[config.mk]
export PLATFORM = sky130hd
export DESIGN_NAME = led_ctrl
export DESIGN_NICKNAME = d
export VERILOG_FILES = /design/src/rtl/led_ctrl_pkg.sv /design/src/rtl/led_pwm_gen.sv /design/src/rtl/led_ctrl.sv
export SDC_FILE = /design/constraint.sdc
export NUM_CORES = 1
export LEC_CHECK = 0
export BUFFER_PORTS_ARGS = -buffer_cell sky130_fd_sc_hd__buf_2
export CAP_MARGIN = 30
export CORE_MARGIN = 10
export CORE_UTILIZATION = 45
export CTS_BUF_LIST = sky130_fd_sc_hd__clkbuf_4
export CTS_CLUSTER_SIZE = 28
export DETAILED_ROUTE_END_ITERATION = 10
export PLACE_DENSITY = 0.73
export REMOVE_ABC_BUFFERS = 1
export SLEW_MARGIN = 20
export SYNTH_ARGS = -nofsm -noshare
export SYNTH_HDL_FRONTEND = slang
export SYNTH_HIERARCHICAL = 1
export SYNTH_SLANG_ARGS = --single-unit
[constraint.sdc]
create_clock -name clk_i -period 4.7 [get_ports clk_i]
set_input_delay 1.41 -clock clk_i [delete_from_list [all_inputs] [get_ports clk_i]]
set_output_delay 1.41 -clock clk_i [all_outputs]
set_load 0.02 [all_outputs]
[src/rtl/led_ctrl_pkg.sv]
// Shared types, register offsets and field widths for the LED output peripheral.
package led_ctrl_pkg;

  typedef enum logic [1:0] {
    LED_OFF   = 2'd0,
    LED_ON    = 2'd1,
    LED_BLINK = 2'd2,
    LED_PWM   = 2'd3
  } led_mode_e;

  localparam logic [3:0] CTRL_OFF  = 4'h0;
  localparam logic [3:0] BLINK_OFF = 4'h4;
  localparam logic [3:0] DUTY_OFF  = 4'h8;
  localparam logic [3:0] STAT_OFF  = 4'hC;

  localparam int unsigned BLINK_W = 24;
  localparam int unsigned DUTY_W  = 8;

  // Expands per-byte write strobes into a 32-bit bit mask.
  function automatic logic [31:0] be_mask(input logic [3:0] be);
    logic [31:0] m;
    m = '0;
    for (int unsigned b = 0; b < 4; b++) begin
      m[8*b +: 8] = {8{be[b]}};
    end
    return m;
  endfunction

endpackage

[src/rtl/led_pwm_gen.sv]
// Shared free-running PWM counter with per-LED duty compare.
module led_pwm_gen
  import led_ctrl_pkg::*;
#(
  parameter int unsigned NUM_LED = 4
) (
  input  logic                      clk_i,
  input  logic                      rst_i,
  input  logic [NUM_LED*DUTY_W-1:0] duty_i,
  output logic [DUTY_W-1:0]         cnt_o,
  output logic [NUM_LED-1:0]        on_o
);

  logic [DUTY_W-1:0] cnt_q;

  always_ff @(posedge clk_i or posedge rst_i) begin
    if (rst_i) begin
      cnt_q <= '0;
    end else begin
      cnt_q <= cnt_q + 1'b1;
    end
  end

  always_comb begin
    on_o = '0;
    for (int unsigned i = 0; i < NUM_LED; i++) begin
      on_o[i] = (cnt_q < duty_i[DUTY_W*i +: DUTY_W]);
    end
  end

  assign cnt_o = cnt_q;

endmodule

[src/rtl/led_ctrl.sv]
// Memory-mapped LED peripheral: register file, blink engine and registered
// output mux; PWM generation lives in led_pwm_gen.
module led_ctrl
  import led_ctrl_pkg::*;
#(
  parameter int unsigned        NUM_LED        = 4,
  parameter logic [BLINK_W-1:0] BLINK_DIV_RST  = 24'd12_499_999,
  parameter logic               LED_ACTIVE_LOW = 1'b0
) (
  input  logic               clk_i,
  input  logic               rst_i,
  input  logic               device_req_i,
  input  logic [31:0]        device_addr_i,
  input  logic               device_we_i,
  input  logic [3:0]         device_be_i,
  input  logic [31:0]        device_wdata_i,
  output logic               device_rvalid_o,
  output logic [31:0]        device_rdata_o,
  output logic               device_err_o,
  output logic [NUM_LED-1:0] led_o
);

  logic [7:0]         ctrl_q, ctrl_d;
  logic [BLINK_W-1:0] div_q, div_d;
  logic [BLINK_W-1:0] bcnt_q, bcnt_d;
  logic [31:0]        duty_q, duty_d;
  logic               phase_q, phase_d;
  logic [NUM_LED-1:0] led_q, led_d;
  logic               rvalid_q;
  logic [31:0]        rdata_q, rdata_d;
  logic               err_q, err_d;

  logic [DUTY_W-1:0]  pwm_cnt;
  logic [NUM_LED-1:0] pwm_on;
  logic [3:0]         reg_off;
  logic               acc_ok, wr_en, div_wr;
  logic [31:0]        be_m;
  logic               unused_addr;

  led_pwm_gen #(
    .NUM_LED(NUM_LED)
  ) u_pwm (
    .clk_i (clk_i),
    .rst_i (rst_i),
    .duty_i(duty_q[NUM_LED*DUTY_W-1:0]),
    .cnt_o (pwm_cnt),
    .on_o  (pwm_on)
  );

  always_comb unused_addr = ^device_addr_i[31:4];

  // Register file: writes and reads both see the pre-write register state.
  always_comb begin
    reg_off = {device_addr_i[3:2], 2'b00};
    acc_ok  = device_req_i && (device_addr_i[1:0] == 2'b00);
    wr_en   = acc_ok && device_we_i;
    be_m    = be_mask(device_be_i);
    ctrl_d  = ctrl_q;
    div_d   = div_q;
    duty_d  = duty_q;
    rdata_d = '0;
    err_d   = device_req_i && !acc_ok;
    if (wr_en) begin
      case (reg_off)
        CTRL_OFF:  ctrl_d = (ctrl_q & ~be_m[7:0]) | (device_wdata_i[7:0] & be_m[7:0]);
        BLINK_OFF: div_d  = (div_q & ~be_m[BLINK_W-1:0]) | (device_wdata_i[BLINK_W-1:0] & be_m[BLINK_W-1:0]);
        DUTY_OFF:  duty_d = (duty_q & ~be_m) | (device_wdata_i & be_m);
        default:   ;
      endcase
    end
    if (acc_ok && !device_we_i) begin
      case (reg_off)
        CTRL_OFF:  rdata_d = {24'b0, ctrl_q};
        BLINK_OFF: rdata_d = {8'b0, div_q};
        DUTY_OFF:  rdata_d = duty_q;
        STAT_OFF:  rdata_d = {16'b0, pwm_cnt, 7'b0, phase_q};
        default:   rdata_d = '0;
      endcase
    end
  end

  // A BLINK_DIV write restarts the half-period with the new value, phase held.
  always_comb begin
    div_wr  = wr_en && (reg_off == BLINK_OFF) && (|device_be_i);
    bcnt_d  = bcnt_q - 1'b1;
    phase_d = phase_q;
    if (div_wr) begin
      bcnt_d = div_d;
    end else if (bcnt_q == '0) begin
      bcnt_d  = div_q;
      phase_d = !phase_q;
    end
  end

  always_comb begin
    led_d = '0;
    for (int unsigned i = 0; i < NUM_LED; i++) begin
      case (led_mode_e'(ctrl_q[2*i +: 2]))
        LED_OFF:   led_d[i] = 1'b0;
        LED_ON:    led_d[i] = 1'b1;
        LED_BLINK: led_d[i] = phase_q;
        LED_PWM:   led_d[i] = pwm_on[i];
        default:   led_d[i] = 1'b0;
      endcase
      led_d[i] = led_d[i] ^ LED_ACTIVE_LOW;
    end
  end

  always_ff @(posedge clk_i or posedge rst_i) begin
    if (rst_i) begin
      ctrl_q   <= '0;
      div_q    <= BLINK_DIV_RST;
      duty_q   <= '0;
      bcnt_q   <= BLINK_DIV_RST;
      phase_q  <= 1'b0;
      led_q    <= {NUM_LED{LED_ACTIVE_LOW}};
      rvalid_q <= 1'b0;
      rdata_q  <= '0;
      err_q    <= 1'b0;
    end else begin
      ctrl_q   <= ctrl_d;
      div_q    <= div_d;
      duty_q   <= duty_d;
      bcnt_q   <= bcnt_d;
      phase_q  <= phase_d;
      led_q    <= led_d;
      rvalid_q <= device_req_i;
      rdata_q  <= rdata_d;
      err_q    <= err_d;
    end
  end

  assign device_rvalid_o = rvalid_q;
  assign device_rdata_o  = rdata_q;
  assign device_err_o    = err_q;
  assign led_o           = led_q;

endmodule
==> qor.csv, run 1 <==
metric;value;unit
pwr-share-clk;28.8;%
yosysWarnings;6;
rsz0062_at_grt;no;
worst_pin_slew;0.7260;ns
yosys.area_share.simple;12.38;%
syn_to_final_growth;14.56;%
synth_top_family_by_area;multiplexers;
fin_nets;775;
design_area;7651;um^2
vias_per_cell;5.734;
timing.slew.headroom;51.60;%
wl_per_cell;19.40;um
hold_viol;0;
ff2ff_setup_slack;2.37;ns
finalSetupViolations;0;
worstSetupStartpointType;input port;
synth_edf_count;0;
whs;0.5033;ns
p_total;0.002909;W
drt_pass1_iterations;5;
tritoncts;done;
clockBufferDepth;2;
h-tree-depth;4;
synth.avg_cell_area;11.46;um^2
drc;0;
cp_data_required_time;5.15;ns
synth_mux_area_share;13.19;%
dr.first_iter.drc_count;268;
synthCells;583;
port_buffers;81;
clock_latency;0.56;ns
synth_compound_area_share;10.70;%
fin_crit_sh;64.16;%
num_vias;4989;
powerDensity;380.2;nW/um^2
clk_pin_slew;0.12;ns
final_common_cell;dfrtp_1;
cts-root-buf;clkbuf_4;
postCtsSetupRepairBufs;0;
switching_share;29.21;%
grt_overflow_total;0;
totalWireLength;16.88;mm
pwr-share-seq;52.5;%
final_max_slew_viol_count;0;
fin_skew;0.01939;ns
placed_cell_area;7308;um^2
synth_ff_type;dfrtp_1;
async_flop_share;100.0;%
die_area;20110;um^2
synthAdderAreaFrac;5.807;%
synthesis.area;6679;um^2
yosysUniqueCellTypes;55;
ys_ff_latch;135;
endpoint_kind;flip-flop;
internal_power;0.002059;W
die_h;141.8;um
fmax;331.6;MHz
grt_pass1_wl;26.88;mm
cts_hold_buf;0;
power_frac_comb;18.7;%
clock-sinks;135;
antenna_found_initial;1;
place_congestion;0.8610;
die_w;141.8;um
hold_class;reg2reg;
start_util;45.95;%
coreArea;14530;um^2
max-cap-violations;0;
drive_gt1_share;36.20;%
n_fill_cell;1314;
period_needed;3.015;ns
p_sw;0.0008496;W
synth-xor-area-share;3.278;%
status;completed;
final_cell_mix;dfrtp_1, buf_2, mux2_2;
synth_seq_area_share;51.18;%
cts_resized;0;
critPathMaxFanout;15;
peakVddDrop;0.0002511;V
rows;44;
power_leakage;3.556;nW
crit_arrival;3.46;ns
cts_made_buffers;17;
track_usage;16.88;%
criticalPathCategory;in2reg;
hpwl;12.10;mm
grt_max_degree;81;
ant_nets;0;
grt_pass1_vias;5213;
io_pins;110;
==> Yosys cell counts, drive strengths merged (7+ instances only) <==
cell type / instances / area [um^2]
a21oi: 26 / 137.6
nor2: 48 / 180.2
a211oi: 7 / 62.56
mux2: 70 / 788.3
xor2: 13 / 113.9
and2: 9 / 56.31
o221a: 13 / 146.4
xnor2: 12 / 105.1
nor3: 10 / 50.05
dfrtp: 103 / 2577
nand3: 18 / 90.09
ha: 31 / 387.9
nand2b: 7 / 43.79
clkbuf: 13 / 48.80
a22oi: 16 / 120.1
o21ai: 8 / 40.04
inv: 40 / 150.1
nand2: 29 / 108.9
dfstp: 32 / 840.8
mux2i: 7 / 70.07
buf: 7 / 32.53
==> final cells by class <==
cell class,instances,area (um^2),area share (%)
repair buffers,90,505.5,6.607
flip-flops and latches,135,3418,44.68
clock inverters,15,185.2,2.420
inverters,40,152.6,1.995
diodes,1,2.502,0.03271
clock buffers,17,127.6,1.668
well taps,184,230.2,3.009
multi-input cells,388,3029,39.59
==> per-stage QoR <==
stage	utilization [%]	cells	TNS, ns	worst slack [ns]
6_report	52.64	870	0	1.685
3_5_place_dp	50.28	836	0	1.145
4_1_cts	52.44	868	0	1.774
2_1_floorplan	-	563	-3.926	-0.04133
5_1_grt	52.64	870	0	1.665
3_3_place_gp	50.28	836	0	1.174
==> kinds of logic (layout without fill, tap and decap cells) <==
family	after synthesis	after routing
AOI/OAI and AO/OA	97	97
xor gates and xnor gates	25	25
adders and majority gates	31	31
buffers and inverters	60	162
DFF	135	135
muxes	78	78
other	0	1
and+or+nand+nor	157	157
==> metal layers <==
metal | GRT usage (%) | up-vias | wire length [um]
met5 | 0 | - | 0
met4 | 6.294 | 0 | 364
met3 | 4.940 | 30 | 917
met2 | 27.62 | 166 | 8405
met1 | 20.59 | 2515 | 7189
li1 | - | 2278 | -
==> worst max-delay path, stage by stage <==
cell and delay [ns]:
buf_2 0.14, or4_1 0.53, and3_1 0.29, a21oi_2 0.57, buf_4 0.29, nand3b_1 0.09
o221a_2 0.13
==> power groups by stage <==
| stage | logic, W | registers, W | clock network, W |
|---|---|---|---|
| floorplan | 0.000391 | 0.00151 | 0 |
| global placement | 0.000518 | 0.00153 | 0 |
| detailed placement | 0.000538 | 0.00154 | 0 |
| CTS | 0.000542 | 0.00152 | 0.000861 |
| global route | 0.000602 | 0.00154 | 0.000914 |
| finish | 0.000545 | 0.00153 | 0.000837 |
==> path summary, 6_finish.rpt <==
path / startpoint / end / cells past startpoint
max in group asynchronous: rst_i / div_q[4] / 3
setup reg to reg: bcnt_q[3] / bcnt_q[19] / 5
hold / removal: div_q[0] / div_q[0] / 2
min in group asynchronous: rst_i / u_pwm/cnt_o[3] / 2
setup / recovery: device_be_i[0] / bcnt_q[16] / 7
hold reg to reg: div_q[0] / div_q[0] / 2
No activity file was read; power rests on OpenSTA's default activity.
==> inputs of run 2 (changes only) <==
clock period = 2.6 ns   (was 4.7 ns; I/O delays follow)
==> run 2 against run 1 <==
Against the previous run:
- register-to-register slack worse by 2.0 ns
- combinational power is 81% higher
- routed wire length is 0.85% lower
- clock power is 60% higher
- global-route usage hardly changed
- cell area is 0.36% higher
==> qor.csv, run 2 (synthesis gave the netlist of run 1 again) <==
metric;value;unit;change
status;completed;;unchanged
h-tree-depth;4;;unchanged
rows;44;;unchanged
start_util;45.95;%;unchanged
coreArea;14530;um^2;unchanged
tritoncts;done;;unchanged
cts_hold_buf;0;;unchanged
clockBufferDepth;2;;unchanged
busiest_layer;met2;;unchanged
grt_pass1_vias;5062;;was 5213
cts_resized;0;;unchanged
fin_tns_setup;0;ns;unchanged
die_area;20110;um^2;unchanged
wl_per_cell;18.99;um;was 19.40 um
hpwl;12.41;mm;was 12.10 mm
max-cap-violations;0;;unchanged
final_max_slew_viol_count;0;;unchanged
clock-sinks;135;;unchanged
grt_overflow_total;0;;unchanged
totalWireLength;16.73;mm;was 16.88 mm
whs;0.1608;ns;was 0.5033 ns
gr-usage-met2;27.43;%;was 27.62%
place_congestion;0.9269;;was 0.8610
period_needed;2.222;ns;
design_area;7679;um^2;was 7651 um^2
hold_class;in2async;;was reg2reg
fin_nets;786;;was 775
track_usage;16.92;%;was 16.88%
rsz0062_at_grt;no;;unchanged
dp_slack;0.03682;ns;was 1.145 ns
io_pins;110;;unchanged
vias_per_cell;5.627;;was 5.734
endpoint_kind;flip-flop;;unchanged
fin_crit_sh;85.45;%;
multi_input_area;3029;um^2;unchanged
grt_max_degree;42;;was 81
seqCellArea;3418;um^2;unchanged
drive_gt1_share;37.36;%;was 36.20%
final_common_cell;dfrtp_1;;unchanged
cts_made_buffers;17;;unchanged
n_fill_cell;1312;;was 1314
worstSetupStartpointType;flip-flop;;was input port
cts-root-buf;clkbuf_4;;unchanged
hold_viol;0;;unchanged
powerDensity;662.0;nW/um^2;was 380.2 nW/um^2
finalSetupViolations;0;;unchanged
fmax;450.1;MHz;
fin_ws;0.3783;ns;was 1.685 ns
cp_data_required_time;3.06;ns;was 5.15 ns
grt_pass1_wl;26.74;mm;was 26.88 mm
crit_arrival;2.68;ns;was 3.46 ns
drc;0;;unchanged
die_w;141.8;um;unchanged
final_cell_mix;dfrtp_1, buf_2, mux2_2;;unchanged
placed_cell_area;7411;um^2;was 7308 um^2
syn_to_final_growth;14.97;%;was 14.56%
postCtsSetupRepairBufs;0;;unchanged
worst_pin_slew;0.5722;ns;was 0.7260 ns
die_h;141.8;um;unchanged
num_vias;4957;;was 4989
antenna_found_initial;1;;unchanged
critPathMaxFanout;10;;was 15
peakVddDrop;0.0003096;V;was 0.0002511 V
fin_skew;0.01702;ns;was 0.01939 ns
port_buffers;81;;unchanged
clock_latency;0.57;ns;was 0.56 ns
drt_pass1_iterations;5;;unchanged
grtUsageMet1;20.88;%;was 20.59%
timing.slew.headroom;61.68;%;was 51.60%
dr.first_iter.drc_count;373;;was 268
clk_pin_slew;0.12;ns;about the same
use_met3;4.072;%;was 4.940%
criticalPathCategory;reg2reg;;was in2reg
power_leakage;3.598;nW;was 3.556 nW
ant_nets;0;;unchanged
run 2: stage by stage:
step / instances / util [%] / power (W)
4_1_cts: 880 / 52.82 / 0.005114
3_5_place_dp: 848 / 50.99 / 0.003768
3_3_place_gp: 848 / 50.99 / 0.003716
2_1_floorplan: 563 / - / 0.003432
6_report: 881 / 52.83 / 0.005083
5_1_grt: 881 / 52.83 / 0.005366
run 2: critical path: stages (launching register included):
cell and delay (ns):
dfrtp_1 0.46, nor4_1 0.37, and4_1 0.49, nand3_1 0.40
o221a_2 0.39
run 2: layer usage:
metal	up-vias	share of wire (%)
met4	0	2.6
met3	30	5.4
met2	149	49
met1	2479	43
li1	2299	-
met5	-	0
run 2: cell type report:
class,instances,share of cell area (%)
Clock inverter,11,1.401
Inverter,40,1.988
Clock buffer,21,2.053
Sequential cell,135,44.52
Multi-Input combinational cell,388,39.45
Antenna cell,1,0.03259
Tap cell,184,2.998
Timing Repair Buffer,101,7.561
run 2: power by group:
group / internal, W / switching, W / total [W]
clock network: 0.000597 / 0.000741 / 0.00134
logic: 0.000516 / 0.000473 / 0.000989
registers: 0.00247 / 0.000289 / 0.00276
total: 0.00358 / 0.00150 / 0.00508
run 2: path summary, 6_finish.rpt:
kind                               from                  to  slack, ns  cells past startpoint
max in group asynchronous         rst_i           async pin       1.74                      3
setup reg to reg              bcnt_q[7]          bcnt_q[16]       0.38                      4
hold / removal                    rst_i  device_rdata_o[11]       0.16                      2
hold reg to reg                div_q[0]            div_q[0]       0.49                      2
setup / recovery              bcnt_q[7]          bcnt_q[16]       0.38                      4
min in group clk_i         device_req_i     device_rvalid_o       0.36                      1
==> inputs of run 3 (changes only) <==
ABC_AREA = 0   (was not set)
PLACE_DENSITY = 0.7   (was 0.73)
clock period = 2.5 ns   (was 2.6 ns; I/O delays follow)
==> run 3 against run 2 <==
Against the previous run:
- routed wire length rose by 0.72%
- sequential share of layout area fell by 1.3 points
- clock power rose by 49%
- cell area rose by 2.9%
- core utilization rose by 1.5 points
- first-iteration DRC count fell by 7.5%
- critical path depth did not move
- die area did not move
- worst setup slack got worse by 0.14 ns
- critical path type unchanged
- largest cell class unchanged
==> qor.csv, run 3 (synthesis gave the netlist of run 1 again) <==
metric;value;unit;change
status;completed;;unchanged
grt_max_degree;88;;was 42
clockBufferDepth;2;;unchanged
tritoncts;done;;unchanged
dr.first_iter.drc_count;345;;was 373
power_leakage;3.707;nW;was 3.598 nW
clock_latency;0.57;ns;about the same
peakVddDrop;0.0003966;V;was 0.0003096 V
totalWireLength;16.85;mm;was 16.73 mm
period_needed;2.266;ns;was 2.222 ns
ff2ff_setup_slack;0.23;ns;was 0.38 ns
reg2reg_from;bcnt_q[7];;unchanged
postCtsSetupRepairBufs;0;;unchanged
final_common_cell;dfrtp_1;;unchanged
die_h;141.8;um;unchanged
die_w;141.8;um;unchanged
hold_viol;0;;unchanged
r2r_end;bcnt_q[16];;unchanged
clk_pin_slew;0.12;ns;about the same
h-tree-depth;4;;unchanged
cts_resized;0;;unchanged
cp_cell_sequence;nor4_1, and4_1, nand3_1, o221a_2;;unchanged
track_usage;17.21;%;was 16.92%
die_area;20110;um^2;unchanged
hold_class;in2async;;unchanged
worstSetupStartpointType;flip-flop;;unchanged
final_max_slew_viol_count;0;;unchanged
endpoint_kind;flip-flop;;unchanged
drive_gt1_share;38.24;%;was 37.36%
vias_per_cell;5.567;;was 5.627
drt_pass1_iterations;5;;unchanged
n_fill_cell;1292;;was 1312
whs;0.09067;ns;was 0.1608 ns
cts-root-buf;clkbuf_4;;unchanged
final_cells;891;;was 881
drc;0;;unchanged
fin_skew;0.01785;ns;was 0.01702 ns
start_util;45.95;%;unchanged
fmax;441.4;MHz;was 450.1 MHz
criticalPathCategory;reg2reg;;unchanged
fin_crit_sh;90.63;%;was 85.45%
syn_to_final_growth;18.30;%;was 14.97%
crit_path_max_incr_delay;0.50;ns;was 0.49 ns
antenna_found_initial;1;;unchanged
crit_arrival;2.72;ns;was 2.68 ns
wl_per_cell;18.91;um;was 18.99 um
post-route-util;54.36;%;was 52.83%
finalSetupViolations;0;;unchanged
rsz0062_at_grt;no;;unchanged
clock-sinks;135;;unchanged
grt_pass1_wl;27.19;mm;was 26.74 mm
cp_data_required_time;2.96;ns;was 3.06 ns
num_vias;4960;;was 4957
reg2reg_depth;4;;unchanged
cts_made_buffers;17;;unchanged
io_pins;110;;unchanged
cpMaxStageDelayCell;and4_1;;unchanged
cts_hold_buf;0;;unchanged
final_cell_mix;dfrtp_1, buf_2, mux2_2;;unchanged
fin_nets;796;;was 786
dp_cells;858;;was 848
rows;44;;unchanged
worst_pin_slew;0.6161;ns;was 0.5722 ns
port_buffers;81;;unchanged
coreArea;14530;um^2;unchanged
max-cap-violations;0;;unchanged
place_congestion;0.9464;;was 0.9269
powerDensity;747.5;nW/um^2;was 662.0 nW/um^2
ant_nets;0;;unchanged
hpwl;12.43;mm;was 12.41 mm
timing.slew.headroom;58.93;%;was 61.68%
critPathMaxFanout;10;;unchanged
grt_overflow_total;0;;unchanged
grt_pass1_vias;5107;;was 5062
-- run 3: cell count changes in the layout (fill, tap and decap cells not counted), sizes merged --
cell	before	now
bufinv	2	8
clkinv	7	5
clkinvlp	2	1
buf	101	111
clkbuf	21	18
-- run 3: where the power goes --
part	leakage (nW)	switching (W)	internal, W
Combinational	1.80	0.000492	0.000541
Sequential	1.70	0.000306	0.00257
Clock	0.211	0.000802	0.00120
-- run 3: worst max-delay path by stage --
stage	from	endpoint	slack [ns]	cells after the start
3_3_place_gp	device_be_i[1]	bcnt_q[9]	0.002	5
6_report	bcnt_q[7]	bcnt_q[16]	0.23	4
5_1_grt	bcnt_q[7]	bcnt_q[16]	0.17	4
2_1_floorplan	rst_i	async pin	-1.58	1
4_1_cts	bcnt_q[7]	bcnt_q[16]	0.29	4
3_5_place_dp	device_be_i[1]	bcnt_q[10]	-0.06	5
-- run 3: layout make-up --
| type | instances | area [um^2] | share of cell area, % |
|---|---|---|---|
| sequential | 135 | 3418 | 43.26 |
| clock buffer | 18 | 135.1 | 1.710 |
| timing repair buffer | 111 | 655.6 | 8.298 |
| clock inverter | 14 | 277.8 | 3.515 |
| tap | 184 | 230.2 | 2.914 |
| antenna | 1 | 2.502 | 0.03167 |
| multi-input combinational | 388 | 3029 | 38.34 |
| inverter | 40 | 152.6 | 1.932 |
-- run 3: stage by stage --
stage          worst slack (ns)  setup TNS (ns)  total power [W]  instance area [um^2]
2_1_floorplan            -1.581         -173.51         0.003569                  6598
3_3_place_gp           0.002045               0         0.003877                  7486
3_5_place_dp           -0.06300         -0.3648         0.003933                  7486
4_1_cts                  0.2874               0         0.005955                  7899
5_1_grt                  0.1737               0         0.006213                  7901
6_report                 0.2343               0         0.005907                  7901
-- run 3: routing by layer --
| layer | vias to the layer above | track usage [%] | share of wire, % | wire, um |
|---|---|---|---|---|
| li1 | 2317 | - | - | - |
| met1 | 2475 | 21.46 | 43 | 7190 |
| met2 | 143 | 27.99 | 49 | 8320 |
| met3 | 25 | 4.406 | 6.0 | 1006 |
| met4 | 0 | 6.563 | 2.0 | 336 |
| met5 | - | 0 | 0 | 0 |
-- run 3: critical path, delay by kind of cell (launching register included) --
family / cells / cell delay (ns)
AND/OR/NAND/NOR: 3 / 1.31
flip-flops: 1 / 0.46
AO/OA/AOI/OAI: 1 / 0.39
